[src/rtl/reg_file_p_if.sv]
// reg_file_p_if: bus bundle for the reg_file_p register file.
//   master : writeback/decode side (drives Load/Caddr/C/Aaddr/Baddr, sees A/B/ready)
//   slave  : register file side
// Parameters WIDTH/DEPTH must match those of the attached reg_file_p.
interface reg_file_p_if #(
    parameter int WIDTH = 16,
    parameter int DEPTH = 16
);
    localparam int ADDR_W = $clog2(DEPTH);

    logic              Load;
    logic [ADDR_W-1:0] Caddr;
    logic [WIDTH-1:0]  C;
    logic [ADDR_W-1:0] Aaddr;
    logic [ADDR_W-1:0] Baddr;
    logic [WIDTH-1:0]  A;
    logic [WIDTH-1:0]  B;
    logic              ready;

    modport master (
        output Load, Caddr, C, Aaddr, Baddr,
        input  A, B, ready
    );

    modport slave (
        input  Load, Caddr, C, Aaddr, Baddr,
        output A, B, ready
    );
endinterface

[src/rtl/reg_file_p.sv]
// reg_file_p: parametrised 2-read / 1-write register file, register 0 reads zero.
//
// A reset starts a clear sweep that zeroes one entry per cycle (entries 1..DEPTH-1),
// so the storage array carries no reset and can map to distributed RAM. While the
// sweep runs, writes are dropped and both read ports return zero.
//
// Ports:
//   clk          rising-edge clock
//   rst          synchronous active-high reset, (re)starts the clear sweep
//   bus.Load     write enable, bus.Caddr write address, bus.C write data
//   bus.Aaddr    read address A -> bus.A (combinational)
//   bus.Baddr    read address B -> bus.B (combinational)
//   bus.ready    high once the sweep is complete and writes are accepted
//
// Optional feature: define REG_FILE_BYPASS_EN to forward the write data C onto
// A/B in the same cycle when the read address matches an accepted write.
module reg_file_p #(
    parameter int WIDTH = 16,
    parameter int DEPTH = 16
) (
    input  logic         clk,
    input  logic         rst,
    reg_file_p_if.slave  bus
);
    localparam int ADDR_W = $clog2(DEPTH);
    localparam logic [ADDR_W-1:0] LAST_ADDR = ADDR_W'(DEPTH - 1);
    localparam logic [ADDR_W-1:0] ONE       = ADDR_W'(1);

    typedef enum logic {
        CLEAR = 1'b0,
        IDLE  = 1'b1
    } state_t;

    state_t            state;
    state_t            state_next;
    logic [ADDR_W-1:0] ptr;
    logic [ADDR_W-1:0] ptr_next;
    logic              clr_we;
    logic              wr_en;

    // Entry 0 is never written; reads of address 0 are masked below.
    logic [WIDTH-1:0]  mem [DEPTH];

    // Control state register
    always_ff @(posedge clk) begin
        if (rst) begin
            state <= CLEAR;
            ptr   <= ONE;
        end else begin
            state <= state_next;
            ptr   <= ptr_next;
        end
    end

    always_comb begin
        state_next = state;
        ptr_next   = ptr;
        clr_we     = 1'b0;
        wr_en      = 1'b0;
        case (state)
            CLEAR: begin
                clr_we   = 1'b1;
                ptr_next = ptr + ONE;
                if (ptr == LAST_ADDR) begin
                    state_next = IDLE;
                end
            end
            IDLE: begin
                wr_en = bus.Load && (bus.Caddr != '0);
            end
            default: begin
                state_next = CLEAR;
            end
        endcase
    end

    // Storage: no reset on the data, rst only blocks the write (rst beats Load).
    always_ff @(posedge clk) begin
        if (!rst) begin
            if (clr_we) begin
                mem[ptr] <= '0;
            end else if (wr_en) begin
                mem[bus.Caddr] <= bus.C;
            end
        end
    end

    assign bus.ready = (state == IDLE);

    // Read ports: zero during the sweep and for address 0, otherwise array (or bypass).
    always_comb begin
        bus.A = '0;
        bus.B = '0;
        if (state == IDLE) begin
            if (bus.Aaddr != '0) begin
                bus.A = mem[bus.Aaddr];
`ifdef REG_FILE_BYPASS_EN
                if (bus.Load && (bus.Caddr == bus.Aaddr)) begin
                    bus.A = bus.C;
                end
`endif
            end
            if (bus.Baddr != '0) begin
                bus.B = mem[bus.Baddr];
`ifdef REG_FILE_BYPASS_EN
                if (bus.Load && (bus.Caddr == bus.Baddr)) begin
                    bus.B = bus.C;
                end
`endif
            end
        end
    end
endmodule

[src/flat_wrapper.sv]
// flat-port wrapper written by rule: the top's interface ports become plain ports
module reg_file_p_flat 
#(
    parameter int WIDTH = 16,
    parameter int DEPTH = 16
)
  (clk, rst, bus_Load, bus_Caddr, bus_C, bus_Aaddr, bus_Baddr, bus_A, bus_B, bus_ready);
  reg_file_p_if #(.WIDTH(WIDTH), .DEPTH(DEPTH)) bus_i ();
  input  logic clk;
  input  logic rst;
  input wire logic [$bits(bus_i.Load)-1:0] bus_Load;
  input wire logic [$bits(bus_i.Caddr)-1:0] bus_Caddr;
  input wire logic [$bits(bus_i.C)-1:0] bus_C;
  input wire logic [$bits(bus_i.Aaddr)-1:0] bus_Aaddr;
  input wire logic [$bits(bus_i.Baddr)-1:0] bus_Baddr;
  output wire logic [$bits(bus_i.A)-1:0] bus_A;
  output wire logic [$bits(bus_i.B)-1:0] bus_B;
  output wire logic [$bits(bus_i.ready)-1:0] bus_ready;
  assign bus_i.Load = bus_Load;
  assign bus_i.Caddr = bus_Caddr;
  assign bus_i.C = bus_C;
  assign bus_i.Aaddr = bus_Aaddr;
  assign bus_i.Baddr = bus_Baddr;
  assign bus_A = bus_i.A;
  assign bus_B = bus_i.B;
  assign bus_ready = bus_i.ready;
  reg_file_p #(.WIDTH(WIDTH), .DEPTH(DEPTH)) u_core (.clk(clk), .rst(rst), .bus(bus_i));
endmodule
[config.mk]
export PLATFORM = sky130hd
export DESIGN_NAME = reg_file_p_flat
export DESIGN_NICKNAME = d
export VERILOG_FILES = /design/src/rtl/reg_file_p_if.sv /design/src/rtl/reg_file_p.sv /design/src/flat_wrapper.sv
export SDC_FILE = /design/constraint.sdc
export NUM_CORES = 1
export LEC_CHECK = 0
export ABC_AREA = 1
export BUFFER_PORTS_ARGS = -buffer_cell sky130_fd_sc_hd__buf_2
export CORE_ASPECT_RATIO = 1.4
export CORE_MARGIN = 3
export CORE_UTILIZATION = 54
export CTS_CLUSTER_DIAMETER = 80
export CTS_CLUSTER_SIZE = 40
export DETAILED_ROUTE_END_ITERATION = 10
export PLACE_DENSITY = 0.73
export SLEW_MARGIN = 10
export SYNTH_ARGS = -nofsm -noshare
export SYNTH_HDL_FRONTEND = slang
export SYNTH_SLANG_ARGS = --single-unit
[constraint.sdc]
create_clock -name clk -period 2.75 [get_ports clk]
set_input_delay 0.275 -clock clk [delete_from_list [all_inputs] [get_ports clk]]
set_output_delay 0.275 -clock clk [all_outputs]
set_load 0.05 [all_outputs]
-- Word-level counts from Yosys, hierarchy flattened
Memories as Yosys holds them, arrays and structs flattened.
Index checks and enable logic that the tools add are counted.
- RAM bits: 256
- output and inout port bits: 33
- memories: 1
- register bits: 5
- word-level logic and storage cells: 27
- memory list (name ; words ; bits a word ; rd ports ; clocked after Yosys merged registers in ; write ports ; RTL line ; source):
    u_core.mem ; 16 ; 16 ; 2 ; 0 ; 1 ; reg_file_p.sv:42 ; logic [WIDTH-1:0] mem [DEPTH];
- eq/ne operators: 1
- mux-type cells: 17
- add/subtract/negate cells: 1
- reduce and logical (&&, ||, !) cells: 5
- operators by type and width (cell ; count):
    $mux W16 ; 5
    $reduce_or A16 Y1 ; 1
    $reduce_bool A4 Y1 ; 3
    $mux W1 ; 11
    $add A4 B1 Y4 const B ; 1
    $eq A4 B4 Y1 const B ; 1
    $mux W4 ; 1
    $logic_and A1 B1 Y1 ; 1

-- Depth between registers and ports, before layout
Gate-level depths: netlist (run 1).
- depth after elaboration: 9
- gate-level depth with buffers: 10
- mapped depth without buffers: 8

-- Worst setup path before layout (run 1)
OpenSTA, ideal clock, no wires.
- kind: flip-flop to flip-flop
- start: register u_core.state (netlist: u_core.bus.ready)
- end: memory u_core.mem[0][0], enable pin
- stages on the path, launching flop included: 8
- arrival time: 2200 ps
- buffers on the path: 1
- data required time: 2362 ps
- setup time: 388 ps
- path slack: 162 ps
- path through: dfxtp_1 > nand2_2 > nor2_4 > nand2_2 > buf_6 > o21ai_2 > nand3_2 > nor2_1
- word-level cells in the longest chain between the ends: 7
- ends and longest elaborated chain (item ; RTL line ; source):
    from (decl) ; reg_file_p.sv:34 ; state_t state;
    from (signal assigned) ; reg_file_p.sv:50 ; state <= state_next;
    $mux W1 ; reg_file_p.sv:60 ; case (state)
    $mux W1 ; reg_file_p.sv:82 ; end else if (wr_en) begin
    $mux W1 ; reg_file_p.sv:80 ; if (clr_we) begin
    $mux W1 ; reg_file_p.sv:79 ; if (!rst) begin
    $mux W1 (implied by the code) ; reg_file_p.sv:83 ; mem[bus.Caddr] <= bus.C;
    $reduce_or A16 Y1 (no line) ; -- ;
    $mux W4 (no line) or $mux W1 (tied branches) ; -- ;
    to (decl) ; reg_file_p.sv:42 ;
Parallel ways exist; a longest one is shown, timed or not.

-- Worst setup path in the final report (run 1)
- start: register u_core.state (netlist: u_core.bus.ready)
- end: output port bus_A[6]
- word-level cells in the longest chain between the ends: 1
- ends and longest elaborated chain (item ; RTL line ; source):
    $mux W16 ; reg_file_p.sv:94 ; if (state == IDLE) begin
    to (decl) ; flat_wrapper.sv:16 ; output wire logic [$bits(bus_i.A)-1:0] bus_A;
No other way between the ends.

==> metrics.yaml, run 1 <==
critical_path:
  critPathLaunchType: "register"
  path_depth: 5
  ff2ff_setup_slack_ns: 0.35
  path_cells: "inv_1 > a21oi_4 > nand3_1 > nor2_1 > buf_2"
  cp_slowest_cell: "dfxtp_1"
  cp_max_fo: 10
  path_delay_family: "buffers and inverters"
  crit_end: "bus_A[6]"
  crit_type: "reg -> out"
  r2r_end: "u_core.mem[3][15]"
  arrival_ns: 2.28
  rr_startpoint: "u_core.bus.ready"
  critical_path.startpoint: "u_core.bus.ready"
  cp.required_ns: 2.48
  slowest_delay_ns: 0.53
  path_buf_inv: 2
  worst_setup_path_end_kind: "primary output"
  ff2ff_path_depth: 4
route:
  drtAntennaViolNets: 0
  routedWlPerCell_um: 20.5
  via_per_inst: 5.77
  wl_um: 42600
  drt_iter0_drc: 1455
  drc_errors: 0
  routed-via-count: 12000
  drtPass1Iterations: 6
power_and_ir_drop:
  p_sw_uw: 1930
  p_leak_uw: 0.00672
  peakVddDrop_mv: 0.511
  swShare_pct: 26.2
  pwr-share-seq_pct: 59.6
  p_int_uw: 5420
  powerDensity_nw_per_um2: 481
  p_clk_share_pct: 27.9
  power_frac_comb_pct: 12.5
synth:
  syn_nets: 1750
  ys_warn_count: 0
  post_synth_num_cell_types: 28
  syn_area_um2: 14100
  ys_seq_area_share_pct: 55.2
  syn_area_per_cell_um2: 8.22
  ys_ff_latch: 261
  syn_inst: 1718
place:
  gp_routability_congestion: 0.895
  dp_hpwl_um: 27200
  dpl_cell_area_um2: 14900
  io_buffers: 63
layout:
  drive_gt1_share_pct: 9.68
  synthToLayoutAreaGrowth_pct: 8.25
  fin_nets: 1784
  diodes: 0
  layout_commonest_cell: "nand2_1"
  mostFrequentLayoutCells: "nand2_1, edfxtp_1, inv_1"
  fill_cells: 2224
  fin_area_um2: 15300
floorplanning:
  dieArea_um2: 28100
  core-area_um2: 25600
  dieHeight_um: 197
  die_w_um: 143
  ios: 64
  rows: 69
  start_util_pct: 55.2
timing:
  final_hold_viol_count: 0
  fin_crit_ns: 2.56
  slew_viol_final: 0
  fin_crit_sh_pct: 93.0
  rsz0062_at_grt: "false"
  setup_viol: 0
  slew_headroom_pct: 26.6
  fmax_mhz: 391
  finalSetupTns_ns: 0
  worst_slew_pin_slew_ns: 1.10
  fin_skew_ns: 0.0174
clocking:
  cts_tree: "done"
  clkSlewWorstSetupHoldPaths_ns: 0.14
  cts_buffer_depth: 3
  cts_root_buf: "clkbuf_16"
  cts-buffers-inserted: 11
  clock_sinks: 261
  htree_levels: 1
  clk_latency_ns: 0.51
global_route:
  grt_pass1_vias: 11500
  track_usage_pct: 29.9
  grt_max_degree: 118
  grt_pass1_wl_um: 63900
  antenna_found_initial: 0
  globalRouteOverflowTotal: 0
worst_hold_path:
  min_path_type: "in -> reg"
run_status:
  status: "finished clean"
run:
  drv_cap: 0
[per-stage QoR]
stage               utilization, %  instances  hold WS [ns]  setup WS, ns  power, uW
finish                        59.8       2075         0.306         0.194       7350
global placement              58.4       2057         0.515         0.409       5360
global route                  59.8       2075         0.301         0.110       7560
floorplan                        -       1718         0.354         0.162       5060
CTS                           59.8       2075         0.292         0.252       7340
detailed placement            58.4       2057         0.520         0.338       5370
[per-layer routing]
metal	global-route usage (%)	vias to the layer above	routed length, um	part of all wire [%]
li1	-	5598	-	-
met1	37.6	5546	15100	35
met2	51.0	698	21300	50
met3	3.80	129	3980	9.3
met4	14.5	0	2190	5.1
met5	0	-	0	0
[registers in the layout (all words and copies together) (netlist names)]
signal	flops
u_core.ptr	4
u_core.bus.ready	1
u_core.mem	256
[layout make-up]
cell class                      count  area [um2]  share of cell area [%]
Tap cell                          319         399                    2.61
Multi-Input combinational cell   1097        4880                    32.0
Sequential cell                   261        7790                    51.0
Clock buffer                       12         279                    1.83
Timing Repair Buffer              123         901                    5.90
Clock inverter                      5        61.3                   0.401
Inverter                          258         968                    6.34
[cells in the mapped netlist (all sizes together)]
| cell type | n | area (um2) |
|---|---|---|
| buf | 80 | 415 |
| clkinv | 1 | 3.75 |
| nand2 | 541 | 2040 |
| edfxtp | 256 | 7690 |
| o211ai | 60 | 450 |
| inv | 257 | 965 |
| ha | 1 | 12.5 |
| a21oi | 33 | 176 |
| clkbuf | 22 | 82.6 |
| o21ai | 32 | 179 |
| nor2 | 170 | 653 |
| nand4 | 2 | 12.5 |
| nor3 | 2 | 10.0 |
| o41ai | 1 | 8.76 |
| a211oi | 9 | 67.6 |
| dfxtp | 5 | 100 |
| nand3 | 246 | 1250 |
[power by group through the flow]
stage	clock, uW	sequential, uW	combinational [uW]
4_1_cts	2050	4380	908
5_1_grt	2180	4380	998
6_report	2050	4380	920
3_3_place_gp	0	4470	890
3_5_place_dp	0	4470	905
2_1_floorplan	0	4470	593
[logic make-up after synthesis]
logic type / count (synthesis) / synth area share [%]
AND/OR/NAND/NOR: 961 / 28.1
adder cells (fa/ha/maj): 1 / 0.0886
buffers and inverters: 360 / 10.4
AO/OA/AOI/OAI: 135 / 6.25
flip-flops: 261 / 55.2
[worst min-delay path by stage]
stage	from	to	slack, ns	cells after the start
2_1_floorplan	rst	u_core.ptr[2]	0.35	1
3_3_place_gp	rst	u_core.ptr[2]	0.51	2
3_5_place_dp	rst	u_core.ptr[2]	0.52	2
4_1_cts	bus_C[5]	u_core.mem[13][5]	0.29	4
5_1_grt	bus_C[5]	u_core.mem[13][5]	0.30	4
6_report	bus_C[5]	u_core.mem[13][5]	0.31	4
[worst reg2reg max path: stages, from the launching register on]
cell and delay [ns]:
dfxtp_1 0.53, nand2_2 0.14, nor2_4 0.15, nand2_2 0.30, nor2_1 0.93
[timing repair]
item                                   CTS  global route
setup buffers                            0             0
setup endpoints to repair                0             0
resized for setup                        0             0
hold buffers                             1             0
endpoints found under the hold margin    1             0
(Power assumes the default switching activity.)
==> run 2, diff against run 1 <==
Settings changed: RECOVER_POWER from default to 100.
==> run 2 against run 1 <==
  * Hold slack improved by 0.031 ns
  * First-iteration DRC count is 2.7% higher
  * Routed wire length about the same
  * Critical path type is now in -> reg
  * Largest cell class unchanged
==> metrics.yaml, run 2 (synthesis results as in run 1) <==
run_status:
  status: "finished clean"
clocking:
  cts_tree: "done"
  clk_latency_ns: 0.50
  cts_resized: 0
  cts_root_buf: "clkbuf_16"
  cts_buffer_depth: 3
  clkSlewWorstSetupHoldPaths_ns: 0.14
  cts-buffers-inserted: 11
  htree_levels: 1
  clock_sinks: 261
route:
  drtAntennaViolNets: 0
  drtPass1Iterations: 5
  routedWlPerCell_um: 20.5
  routed-via-count: 12000
  drt_iter0_drc: 1494
  wl_um: 42600
  drc_errors: 0
  via_per_inst: 5.78
place:
  dp_hpwl_um: 27200
  gp_routability_congestion: 0.895
  placed_cells: 2057
  post-place-ws_ns: 0.338
  io_buffers: 63
floorplanning:
  rows: 69
  die_w_um: 143
  ios: 64
  dieArea_um2: 28100
  core-area_um2: 25600
  dieHeight_um: 197
  start_util_pct: 55.2
timing:
  finalSetupTns_ns: 0
  slew_headroom_pct: 25.9
  fin_skew_ns: 0.0139
  final_hold_viol_count: 0
  fin_crit_sh_pct: 94.7
  finalWorstSetupSlack_ns: 0.146
  worst_slew_pin_slew_ns: 1.11
  slew_viol_final: 0
  fmax_mhz: 384
  rsz0062_at_grt: "false"
  setup_viol: 0
  fin_crit_ns: 2.60
layout:
  layout.cells.non_filler: 2075
  synthToLayoutAreaGrowth_pct: 7.81
  layout_commonest_cell: "nand2_1"
  largest_reg_flops: 256
  drive_gt1_share_pct: 8.83
  diodes: 0
  mostFrequentLayoutCells: "nand2_1, edfxtp_1, inv_1"
  top_register: "u_core.mem"
  fill_cells: 2238
  fin_nets: 1784
global_route:
  globalRouteOverflowTotal: 0
  track_usage_pct: 29.9
  grt_pass1_wl_um: 63900
  antenna_found_initial: 0
  grt_pass1_vias: 11500
  grt_max_degree: 118
worst_hold_path:
  min_path_type: "in -> reg"
critical_path:
  cp.required_ns: 2.93
  crit_type: "in -> reg"
  critPathLaunchType: "primary input"
  worst_setup_path_end_kind: "register"
  cp_max_fo: 21
  arrival_ns: 2.79
power_and_ir_drop:
  powerDensity_nw_per_um2: 482
  p_leak_uw: 0.00663
  peakVddDrop_mv: 0.510
run:
  drv_cap: 0
-- run 2: cell count changes in the layout (fill, tap and decap cells not counted) --
cell,previous run,this run
buf_2,60,30
nand2_1,538,539
nand2_2,3,2
clkbuf_1,1,15
clkbuf_2,0,33
buf_4,52,35
-- run 2: worst paths after layout --
kind | start | to | cells after the start | slack (ns)
min reg2reg | u_core.ptr[3] | u_core.ptr[3] | 2 | 0.56
min | bus_C[1] | u_core.mem[4][1] | 3 | 0.34
max reg2reg | u_core.bus.ready | u_core.mem[2][14] | 6 | 0.16
max | rst | u_core.mem[2][14] | 9 | 0.15
-- run 2: where the power goes --
part	total, uW	switching [uW]	internal (uW)
registers	4380	18.5	4360
clock network	2040	1250	791
logic	919	649	270
-- run 2: layer usage --
metal  share of wire, %  global-route usage (%)  wire (um)  vias up
met4                5.4                    14.5       2300        0
met3                9.0                    3.80       3840      131
met1                 36                    37.6      15200     5559
met5                  0                       0          0        -
li1                   -                       -          -     5599
met2                 50                    51.0      21200      704
-- run 2: through the flow --
stage          total power [uW]  utilization [%]  instance area (um2)  hold slack [ns]
3_3_place_gp               5360             58.4                14900            0.515
2_1_floorplan              5060                -                14100            0.354
3_5_place_dp               5370             58.4                14900            0.520
6_report                   7340             59.5                15200            0.337
4_1_cts                    7340             59.8                15300            0.292
5_1_grt                    7560             59.5                15200            0.370
-- run 2: worst max-delay path: stages --
cell and delay, ns:
dlygate4sd3_1 0.53, buf_2 0.15, inv_1 0.10, nand2_1 0.14, nor2_4 0.17, nand2_2 0.30
clkbuf_1 0.29, nor2_1 0.16, clkbuf_1 0.67
-- run 2: layout make-up --
type                       count  area [um2]  area share (%)
clock buffer                  12         279            1.83
clock inverter                 5        61.3           0.403
inverter                     258         968            6.36
multi-input combinational   1097        4880            32.1
sequential                   261        7790            51.2
tap                          319         399            2.62
timing repair buffer         123         841            5.53
-- run 2: what timing repair did --
item                       CTS  global route
setup endpoints to repair    0             0
buffers inserted             0             0
hold buffers                 1             0
hold endpoints to repair     1             0
